$ cat src/rtl/mem_slot_arbiter_if.sv
// Bus bundle for the memory-slot arbiter: CPU port, video port and RAM port.
// Both requesters use req/ack: req is held until a one-cycle ack; ack may be followed by a new req next cycle.
`default_nettype none

interface mem_slot_arbiter_if #(
    parameter int ADDR_W = 16,
    parameter int DATA_W = 8
) ();
    logic              cpu_req;
    logic              cpu_we;
    logic [ADDR_W-1:0] cpu_addr;
    logic [DATA_W-1:0] cpu_wdata;
    logic [DATA_W-1:0] cpu_rdata;
    logic              cpu_ack;

    logic              vid_req;
    logic [ADDR_W-1:0] vid_addr;
    logic [DATA_W-1:0] vid_rdata;
    logic              vid_ack;

    logic              mem_en;
    logic              mem_we;
    logic [ADDR_W-1:0] mem_addr;
    logic [DATA_W-1:0] mem_wdata;
    logic [DATA_W-1:0] mem_rdata;

    modport slave (
        input  cpu_req, cpu_we, cpu_addr, cpu_wdata,
        output cpu_rdata, cpu_ack,
        input  vid_req, vid_addr,
        output vid_rdata, vid_ack,
        output mem_en, mem_we, mem_addr, mem_wdata,
        input  mem_rdata
    );

    modport master (
        output cpu_req, cpu_we, cpu_addr, cpu_wdata,
        input  cpu_rdata, cpu_ack,
        output vid_req, vid_addr,
        input  vid_rdata, vid_ack,
        input  mem_en, mem_we, mem_addr, mem_wdata,
        output mem_rdata
    );
endinterface

`default_nettype wire

$ cat src/rtl/mem_slot_arbiter.sv
// Time-multiplexes the shared RAM between CPU and video, one slot per mem_phi rising edge.
// Optional slot statistics outputs are enabled with MEM_SLOT_STATS_EN.
`default_nettype none

module mem_slot_arbiter #(
    parameter int ADDR_W = 16,
    parameter int DATA_W = 8
) (
    input  wire logic           CLOCK_50,
    input  wire logic           reset,
    input  wire logic           cpu_phi,
    input  wire logic           mem_phi,
    input  wire logic           vid_phi,
    mem_slot_arbiter_if.slave   bus,
    output logic [1:0]          state_dbg
`ifdef MEM_SLOT_STATS_EN
    ,
    output logic [7:0]          cpu_slots,
    output logic [7:0]          vid_slots,
    output logic [7:0]          missed_slots
`endif
);

    localparam logic [1:0] S_IDLE  = 2'd0;
    localparam logic [1:0] S_ISSUE = 2'd1;
    localparam logic [1:0] S_WAIT  = 2'd2;
    localparam logic [1:0] S_DONE  = 2'd3;

    logic [1:0]        state;
    logic              mem_phi_q;
    logic              owner_vid;
    logic [ADDR_W-1:0] lat_addr;
    logic [DATA_W-1:0] lat_wdata;
    logic              lat_we;
    logic [DATA_W-1:0] cpu_rdata_q;
    logic [DATA_W-1:0] vid_rdata_q;

    logic slot_start;
    logic own_cpu;
    logic own_vid;
    logic start_cpu;
    logic start_vid;

    always_comb begin
        slot_start = mem_phi & ~mem_phi_q;
        own_cpu    = cpu_phi & ~vid_phi;
        own_vid    = ~cpu_phi & vid_phi;
        // A slot that opens while busy is dropped, so starts are only taken from IDLE.
        start_cpu  = slot_start & (state == S_IDLE) & own_cpu & bus.cpu_req;
        start_vid  = slot_start & (state == S_IDLE) & own_vid & bus.vid_req;
    end

    always_ff @(posedge CLOCK_50) begin
        if (reset) begin
            mem_phi_q   <= 1'b1;
            state       <= S_IDLE;
            owner_vid   <= 1'b0;
            lat_addr    <= '0;
            lat_wdata   <= '0;
            lat_we      <= 1'b0;
            cpu_rdata_q <= '0;
            vid_rdata_q <= '0;
        end else begin
            mem_phi_q <= mem_phi;
            case (state)
                S_IDLE: begin
                    if (start_cpu) begin
                        owner_vid <= 1'b0;
                        lat_addr  <= bus.cpu_addr;
                        lat_wdata <= bus.cpu_wdata;
                        lat_we    <= bus.cpu_we;
                        state     <= S_ISSUE;
                    end else if (start_vid) begin
                        owner_vid <= 1'b1;
                        lat_addr  <= bus.vid_addr;
                        lat_we    <= 1'b0;
                        state     <= S_ISSUE;
                    end
                end
                S_ISSUE: state <= S_WAIT;
                S_WAIT: begin
                    if (!lat_we) begin
                        if (owner_vid) vid_rdata_q <= bus.mem_rdata;
                        else           cpu_rdata_q <= bus.mem_rdata;
                    end
                    state <= S_DONE;
                end
                default: state <= S_IDLE;
            endcase
        end
    end

    // Write data is left untouched by video slots so mem_wdata keeps its last value.
    always_comb begin
        bus.mem_en    = (state == S_ISSUE);
        bus.mem_we    = (state == S_ISSUE) & lat_we;
        bus.mem_addr  = lat_addr;
        bus.mem_wdata = lat_wdata;
        bus.cpu_ack   = (state == S_DONE) & ~owner_vid;
        bus.vid_ack   = (state == S_DONE) & owner_vid;
        bus.cpu_rdata = cpu_rdata_q;
        bus.vid_rdata = vid_rdata_q;
        state_dbg     = state;
    end

`ifdef MEM_SLOT_STATS_EN
    logic missed_ev;

    always_comb begin
        missed_ev = slot_start & ((state != S_IDLE) | ~(own_cpu | own_vid));
    end

    always_ff @(posedge CLOCK_50) begin
        if (reset) begin
            cpu_slots    <= 8'd0;
            vid_slots    <= 8'd0;
            missed_slots <= 8'd0;
        end else begin
            if (bus.cpu_ack && cpu_slots != 8'hFF)   cpu_slots    <= cpu_slots + 8'd1;
            if (bus.vid_ack && vid_slots != 8'hFF)   vid_slots    <= vid_slots + 8'd1;
            if (missed_ev && missed_slots != 8'hFF) missed_slots <= missed_slots + 8'd1;
        end
    end
`endif

endmodule

`default_nettype wire

$ cat src/flat_wrapper.sv
// flat-port wrapper written by rule: the top's interface ports become plain ports
module mem_slot_arbiter_flat 
#(
    parameter int ADDR_W = 16,
    parameter int DATA_W = 8
)
  (CLOCK_50, reset, cpu_phi, mem_phi, vid_phi, state_dbg, bus_cpu_req, bus_cpu_we, bus_cpu_addr, bus_cpu_wdata, bus_cpu_rdata, bus_cpu_ack, bus_vid_req, bus_vid_addr, bus_vid_rdata, bus_vid_ack, bus_mem_en, bus_mem_we, bus_mem_addr, bus_mem_wdata, bus_mem_rdata);
  mem_slot_arbiter_if #(.ADDR_W(ADDR_W), .DATA_W(DATA_W)) bus_i ();
  input  wire logic CLOCK_50;
  input  wire logic reset;
  input  wire logic cpu_phi;
  input  wire logic mem_phi;
  input  wire logic vid_phi;
  output logic [1:0] state_dbg;
  input wire logic [$bits(bus_i.cpu_req)-1:0] bus_cpu_req;
  input wire logic [$bits(bus_i.cpu_we)-1:0] bus_cpu_we;
  input wire logic [$bits(bus_i.cpu_addr)-1:0] bus_cpu_addr;
  input wire logic [$bits(bus_i.cpu_wdata)-1:0] bus_cpu_wdata;
  output wire logic [$bits(bus_i.cpu_rdata)-1:0] bus_cpu_rdata;
  output wire logic [$bits(bus_i.cpu_ack)-1:0] bus_cpu_ack;
  input wire logic [$bits(bus_i.vid_req)-1:0] bus_vid_req;
  input wire logic [$bits(bus_i.vid_addr)-1:0] bus_vid_addr;
  output wire logic [$bits(bus_i.vid_rdata)-1:0] bus_vid_rdata;
  output wire logic [$bits(bus_i.vid_ack)-1:0] bus_vid_ack;
  output wire logic [$bits(bus_i.mem_en)-1:0] bus_mem_en;
  output wire logic [$bits(bus_i.mem_we)-1:0] bus_mem_we;
  output wire logic [$bits(bus_i.mem_addr)-1:0] bus_mem_addr;
  output wire logic [$bits(bus_i.mem_wdata)-1:0] bus_mem_wdata;
  input wire logic [$bits(bus_i.mem_rdata)-1:0] bus_mem_rdata;
  assign bus_i.cpu_req = bus_cpu_req;
  assign bus_i.cpu_we = bus_cpu_we;
  assign bus_i.cpu_addr = bus_cpu_addr;
  assign bus_i.cpu_wdata = bus_cpu_wdata;
  assign bus_cpu_rdata = bus_i.cpu_rdata;
  assign bus_cpu_ack = bus_i.cpu_ack;
  assign bus_i.vid_req = bus_vid_req;
  assign bus_i.vid_addr = bus_vid_addr;
  assign bus_vid_rdata = bus_i.vid_rdata;
  assign bus_vid_ack = bus_i.vid_ack;
  assign bus_mem_en = bus_i.mem_en;
  assign bus_mem_we = bus_i.mem_we;
  assign bus_mem_addr = bus_i.mem_addr;
  assign bus_mem_wdata = bus_i.mem_wdata;
  assign bus_i.mem_rdata = bus_mem_rdata;
  mem_slot_arbiter #(.ADDR_W(ADDR_W), .DATA_W(DATA_W)) u_core (.CLOCK_50(CLOCK_50), .reset(reset), .cpu_phi(cpu_phi), .mem_phi(mem_phi), .vid_phi(vid_phi), .bus(bus_i), .state_dbg(state_dbg));
endmodule
$ cat config.mk
export PLATFORM = sky130hd
export DESIGN_NAME = mem_slot_arbiter_flat
export DESIGN_NICKNAME = d
export VERILOG_FILES = /design/src/rtl/mem_slot_arbiter_if.sv /design/src/rtl/mem_slot_arbiter.sv /design/src/flat_wrapper.sv
export SDC_FILE = /design/constraint.sdc
export NUM_CORES = 1
export LEC_CHECK = 0
export ABC_AREA = 1
export BUFFER_PORTS_ARGS = -buffer_cell sky130_fd_sc_hd__buf_4
export CAP_MARGIN = 10
export CELL_PAD_IN_SITES_DETAIL_PLACEMENT = 0
export CELL_PAD_IN_SITES_GLOBAL_PLACEMENT = 1
export CORE_MARGIN = 4
export CORE_UTILIZATION = 34
export CTS_BUF_LIST = sky130_fd_sc_hd__clkbuf_8
export DETAILED_ROUTE_END_ITERATION = 8
export PLACE_DENSITY = 0.85
export SYNTH_ARGS = -nofsm -noshare
export SYNTH_HDL_FRONTEND = slang
export SYNTH_SLANG_ARGS = --single-unit
$ cat constraint.sdc
create_clock -name CLOCK_50 -period 2.5 [get_ports CLOCK_50]
set_input_delay 0.375 -clock CLOCK_50 [delete_from_list [all_inputs] [get_ports CLOCK_50]]
set_output_delay 0.375 -clock CLOCK_50 [all_outputs]
set_load 0.01 [all_outputs]
* Yosys cells after proc, flatten, opt, wreduce, memory -nomap -nowiden
Index checks and enable logic that the tools add are counted.
Storage, ports and cells: input port bits 56, memories kept 0, ROM bits 0, latch bits 0, register bits 45, memory bits (writable) 0, output and inout port bits 46
Operators by class: equal/unequal tests 4, shifts and indexed selects 0, reductions and logical operators 6, multiplexer cells 9, multiply operators 0, divide/modulo/power cells 0, add/sub/neg operators 0, magnitude comparators 0, bitwise gates (word level) 16
Operators with widths (number):
- 16-bit 2-to-1 mux | 2
- 1-bit AND | 11
- 2-bit one-hot mux with 3 select lines | 1
- 3-bit AND reduction | 2
- 1-bit NOT | 5
- 2-bit == test, second input constant | 2
- 1-bit 2-to-1 mux | 4
- 2-bit 2-to-1 mux | 2
- 2-bit AND reduction | 2
- 3-bit by 1-bit inequality test with 1-bit output, second input constant | 1
- 2-bit by 1-bit == test with 1-bit output, second input constant | 1
- 2-bit logical NOT | 1
- 2-bit nonzero test | 1

* Logic depth before layout (Yosys ltp)
word-level depth 8, gate-level depth with buffers 10, depth with buffers taken out 9

* Worst setup path before layout
No wires, ideal clock.
path type reg-to-reg, from register u_core.state[0] (netlist: u_core.state_dbg[0]), to register u_core.lat_addr[0] (netlist: u_core.bus.mem_addr[0]), stages on the path, launching flop included 10, data required time 2.430 ns, arrival time 1.363 ns, slack 1.066 ns, setup time 0.070 ns, buffers on the path 2, path through dfxtp_1 inv_1 ha_1 nand2_2 nor2_4 nand2_2 buf_6 buf_4 nand2_1 a21oi_1
Between the ends: longest elaborated chain between the ends 6, elaborated cells on any way between the ends 9, those cells by class 1 x mux; 5 x bitwise; 3 x reduce/logical
Ends and longest elaborated chain:
- start: declaration | line mem_slot_arbiter.sv:29 | logic [1:0] state;
- start signal: assignment | line mem_slot_arbiter.sv:56 | state <= S_IDLE;
- start signal: assignment | line mem_slot_arbiter.sv:72 | state <= S_ISSUE;
- start signal: assignment | line mem_slot_arbiter.sv:77 | state <= S_ISSUE;
- 2-bit logical NOT * | line mem_slot_arbiter.sv:49, mem_slot_arbiter.sv:50, mem_slot_arbiter.sv:65
- 1-bit AND | line mem_slot_arbiter.sv:49, mem_slot_arbiter.sv:50
- 1-bit AND, on equally long branches (2 in series) | line mem_slot_arbiter.sv:50, mem_slot_arbiter.sv:49
- 2-bit nonzero test (no source line)
- 2-bit AND reduction (no source line)
- end signal: assignment | line mem_slot_arbiter.sv:69 | lat_addr <= bus.cpu_addr;
- end signal: assignment | line mem_slot_arbiter.sv:75 | lat_addr <= bus.vid_addr;
- end: declaration | line mem_slot_arbiter.sv:32 | logic [ADDR_W-1:0] lat_addr;
Every way passes the cells marked *; elsewhere a longest branch is shown, timed or not. A chain may end at the register's enable or synchronous reset.

* Worst setup path in the final report
from register u_core.state[0] (netlist: u_core.state_dbg[0]), to register u_core.owner_vid
Between the ends: longest elaborated chain between the ends 6, elaborated cells on any way between the ends 9, those cells by class 1 x mux; 5 x bitwise; 3 x reduce/logical
Ends and longest elaborated chain:
- 2-bit logical NOT * | line mem_slot_arbiter.sv:49, mem_slot_arbiter.sv:50, mem_slot_arbiter.sv:65
- 1-bit AND | line mem_slot_arbiter.sv:49, mem_slot_arbiter.sv:50
- 1-bit AND, on equally long branches (2 in series) | line mem_slot_arbiter.sv:50, mem_slot_arbiter.sv:49
- 2-bit nonzero test (no source line)
- 2-bit AND reduction (no source line)
- end signal: assignment | line mem_slot_arbiter.sv:57 | owner_vid <= 1'b0;
- end signal: assignment | line mem_slot_arbiter.sv:68 | owner_vid <= 1'b0;
- end signal: assignment | line mem_slot_arbiter.sv:74 | owner_vid <= 1'b1;
- end: declaration | line mem_slot_arbiter.sv:31 | logic owner_vid;
Marks and branches as above.

==> impl_metrics.tcl <==
set metrics [dict create \
    final_cell_area_mm2 0.002864 \
    grt_remaining_overflow 0 \
    cp_data_required_time_ns 2.67 \
    drc 0 \
    cts_buffers 5 \
    cts_resized 0 \
    antenna_left 0 \
    ff2ff_path_depth 8 \
    r2r_setup_slack_ns 0.68 \
    final.setup_skew_ns 0.007481 \
    grt_pass1_vias 1947 \
    rsz0062_at_grt "no" \
    num_antenna_cells 0 \
    cts_setup_buffers 0 \
    die_area_mm2 0.007265 \
    synth-seq-area-share_pct 44.42 \
    min_to "u_core.mem_phi_q" \
    p_leak_nw 1.451 \
    synth_cells 290 \
    grt.total_usage_pct 14.72 \
    avgSynthCellArea_um2 6.994 \
    layout-drive-gt1-share_pct 30.23 \
    min_period_over_period_pct 72.86 \
    synth-seq-cells 45 \
    crit_chain "inv_1, ha_1, nand2_2, nor2_4, nand2_2, inv_2, o21ai_0, nor2_1" \
    cp.arrival_ns 1.99 \
    fill_cells 581 \
    irDropWorstVdd_v 0.0002262 \
    setup_viol 0 \
    startpoint_type "flop" \
    r2r_start "u_core.state_dbg[0]" \
    min_path_cells 2 \
    syn_nets 350 \
    cts_buffer_depth 2 \
    syn_area_mm2 0.002028 \
    ys_top_cells_by_area "dfxtp_1, nand2_1, inv_1, nor2_1, nand3_1" \
    wl_per_cell_um 11.77 \
    yosys.area.top_type_share_pct 44.42 \
    die_x_um 85.24 \
    antenna_found_initial 0 \
    cp_max_fo 20 \
    ios 102 \
    hold_buffers 0 \
    drtIter0Drc 41 \
    drv_cap 0 \
    critical_path_class "reg2reg" \
    clk_latency_ns 0.30 \
    place.gp.congestion 0.7262 \
    maxSlewViolCount 0 \
    area_growth_syn_to_layout_pct 41.21 \
    timing.rr.end "u_core.owner_vid" \
    cpMostUsedCell "nand2_2" \
    hp-start "mem_phi" \
    path_buf_inv 2 \
    worst_slew_pin_slew_ns 0.5866 \
    h-tree-depth 2 \
    crit_path_end_kind "flop" \
    critical_path.max_stage_delay_ns 0.41 \
    max_freq_ghz 0.5490 \
    period_needed_ns 1.822 \
    row_count 27 \
    crit_family "simple AND/OR/NAND/NOR gates" \
    start_util_pct 35.95 \
    fin_nets 446 \
    dpl.cell_count 451 \
    core_area_mm2 0.005642 \
    slowest_stage "dfxtp_1" \
    totalWireLength_um 5402 \
    yosys_warnings 0 \
    placed_area_mm2 0.002781 \
    viasPerCell 4.508 \
    placement.io_buffers 101 \
    setup_slack_ns 0.6784 \
    dr.pass1.iters 4 \
    dp_slack_ns 0.6742 \
    grt_max_degree 29 \
    finalNonFillerCells 459 \
    power_density_mw_per_mm2 550.8 \
    die-height_um 85.24 \
    status "complete, no violations" \
    grt_pass1_wl_um 8769 \
    max_slew_margin_pct 60.80 \
    tritoncts "built" \
    hold_violations 0 \
    ys_types 19 \
    whs_ns 0.2944 \
    clock-root-buffer "clkbuf_8" \
    dp_hpwl_um 4091 \
    yosys.area.top_type "dfxtp_1" \
    clkSinkCount 45 \
    dr_total_vias 2069 \
    clk_pin_slew_ns 0.09 \
    final.setup.tns_ns 0 \
    hold_class "in2reg" \
]
## cell usage after synthesis
library cell,instances
clkbuf_1,3
a21oi_1,26
ha_1,4
nor2_2,1
inv_2,1
nand2_1,68
inv_1,43
nand2_2,3
buf_6,6
dfxtp_1,45
nor2_4,2
nand3_2,1
buf_2,1
nand3_1,27
o21ai_0,18
or2_2,1
nor2_1,38
buf_1,1
buf_4,1
## per-layer routing
layer	share of wire (%)	track usage (%)	wire length, µm	vias up
met1	44	17.83	2365	898
met5	0	0	0	-
met4	0.78	3.022	42	0
met2	44	23.94	2375	82
li1	-	-	-	1084
met3	11	6.893	619	5
## cell usage in the layout (no fill, tap or decap)
master,Yosys,layout
nand3_2,1,1
clkbuf_8,0,5
nand2_1,68,68
clkinv_2,0,2
buf_4,1,101
o21ai_0,18,18
nand2_2,3,3
nand3_1,27,27
or2_2,1,1
inv_2,1,1
nor2_1,38,38
nor2_4,2,2
nor2_2,1,1
inv_1,43,44
dfxtp_1,45,45
a21oi_1,26,26
ha_1,4,4
## cells by family after synthesis
logic type	after synthesis	share of synthesized area, %
AO/OA/AOI/OAI	44	10.86
adder cells (fa/ha/maj)	4	2.468
buffers and inverters	56	12.83
flip-flops	45	44.42
AND/OR/NAND/NOR	141	29.43
## worst max path at each step
stage          depth (start not counted)                       to  slack, ns           startpoint
2_1_floorplan                          9   u_core.bus.mem_addr[0]       1.07  u_core.state_dbg[0]
3_3_place_gp                           8         u_core.owner_vid       0.74  u_core.state_dbg[0]
3_5_place_dp                           8  u_core.bus.mem_addr[15]       0.67  u_core.state_dbg[0]
4_1_cts                                8  u_core.bus.mem_addr[15]       0.66  u_core.state_dbg[0]
5_1_grt                                8  u_core.bus.mem_addr[15]       0.48  u_core.state_dbg[1]
6_report                               8         u_core.owner_vid       0.68  u_core.state_dbg[0]
## area by class of cell
type,count,area [µm²],area share (%)
repair buffers,101,758.2,26.47
inverters,44,165.2,5.767
multi-input cells,189,867.1,30.28
clock buffers,5,68.82,2.403
well taps,72,90.09,3.145
clock inverters,3,13.76,0.4806
flip-flops and latches,45,900.9,31.45
## per-stage QoR
stage	util (%)	power, mW
2_1_floorplan	-	0.9886
3_3_place_gp	49.30	1.158
3_5_place_dp	49.30	1.163
4_1_cts	50.77	1.594
5_1_grt	50.77	1.677
6_report	50.77	1.578
## state kept, by name, summed over array words and instances (netlist names)
| signal | count |
|---|---|
| u_core.owner_vid | 1 |
| u_core.bus.mem_addr | 16 |
| u_core.lat_we | 1 |
| u_core.mem_phi_q | 1 |
| u_core.bus.cpu_rdata | 8 |
| u_core.bus.vid_rdata | 8 |
| u_core.bus.mem_wdata | 8 |
| u_core.state_dbg | 2 |
## power by group
part / internal [mW] / leakage, nW / switching (mW) / total (mW)
registers: 0.757 / 0.364 / 0.0306 / 0.788
logic: 0.173 / 1.04 / 0.182 / 0.355
clock network: 0.190 / 0.0491 / 0.245 / 0.435
total: 1.12 / 1.45 / 0.457 / 1.58
Power figures use the tool's default switching activity.
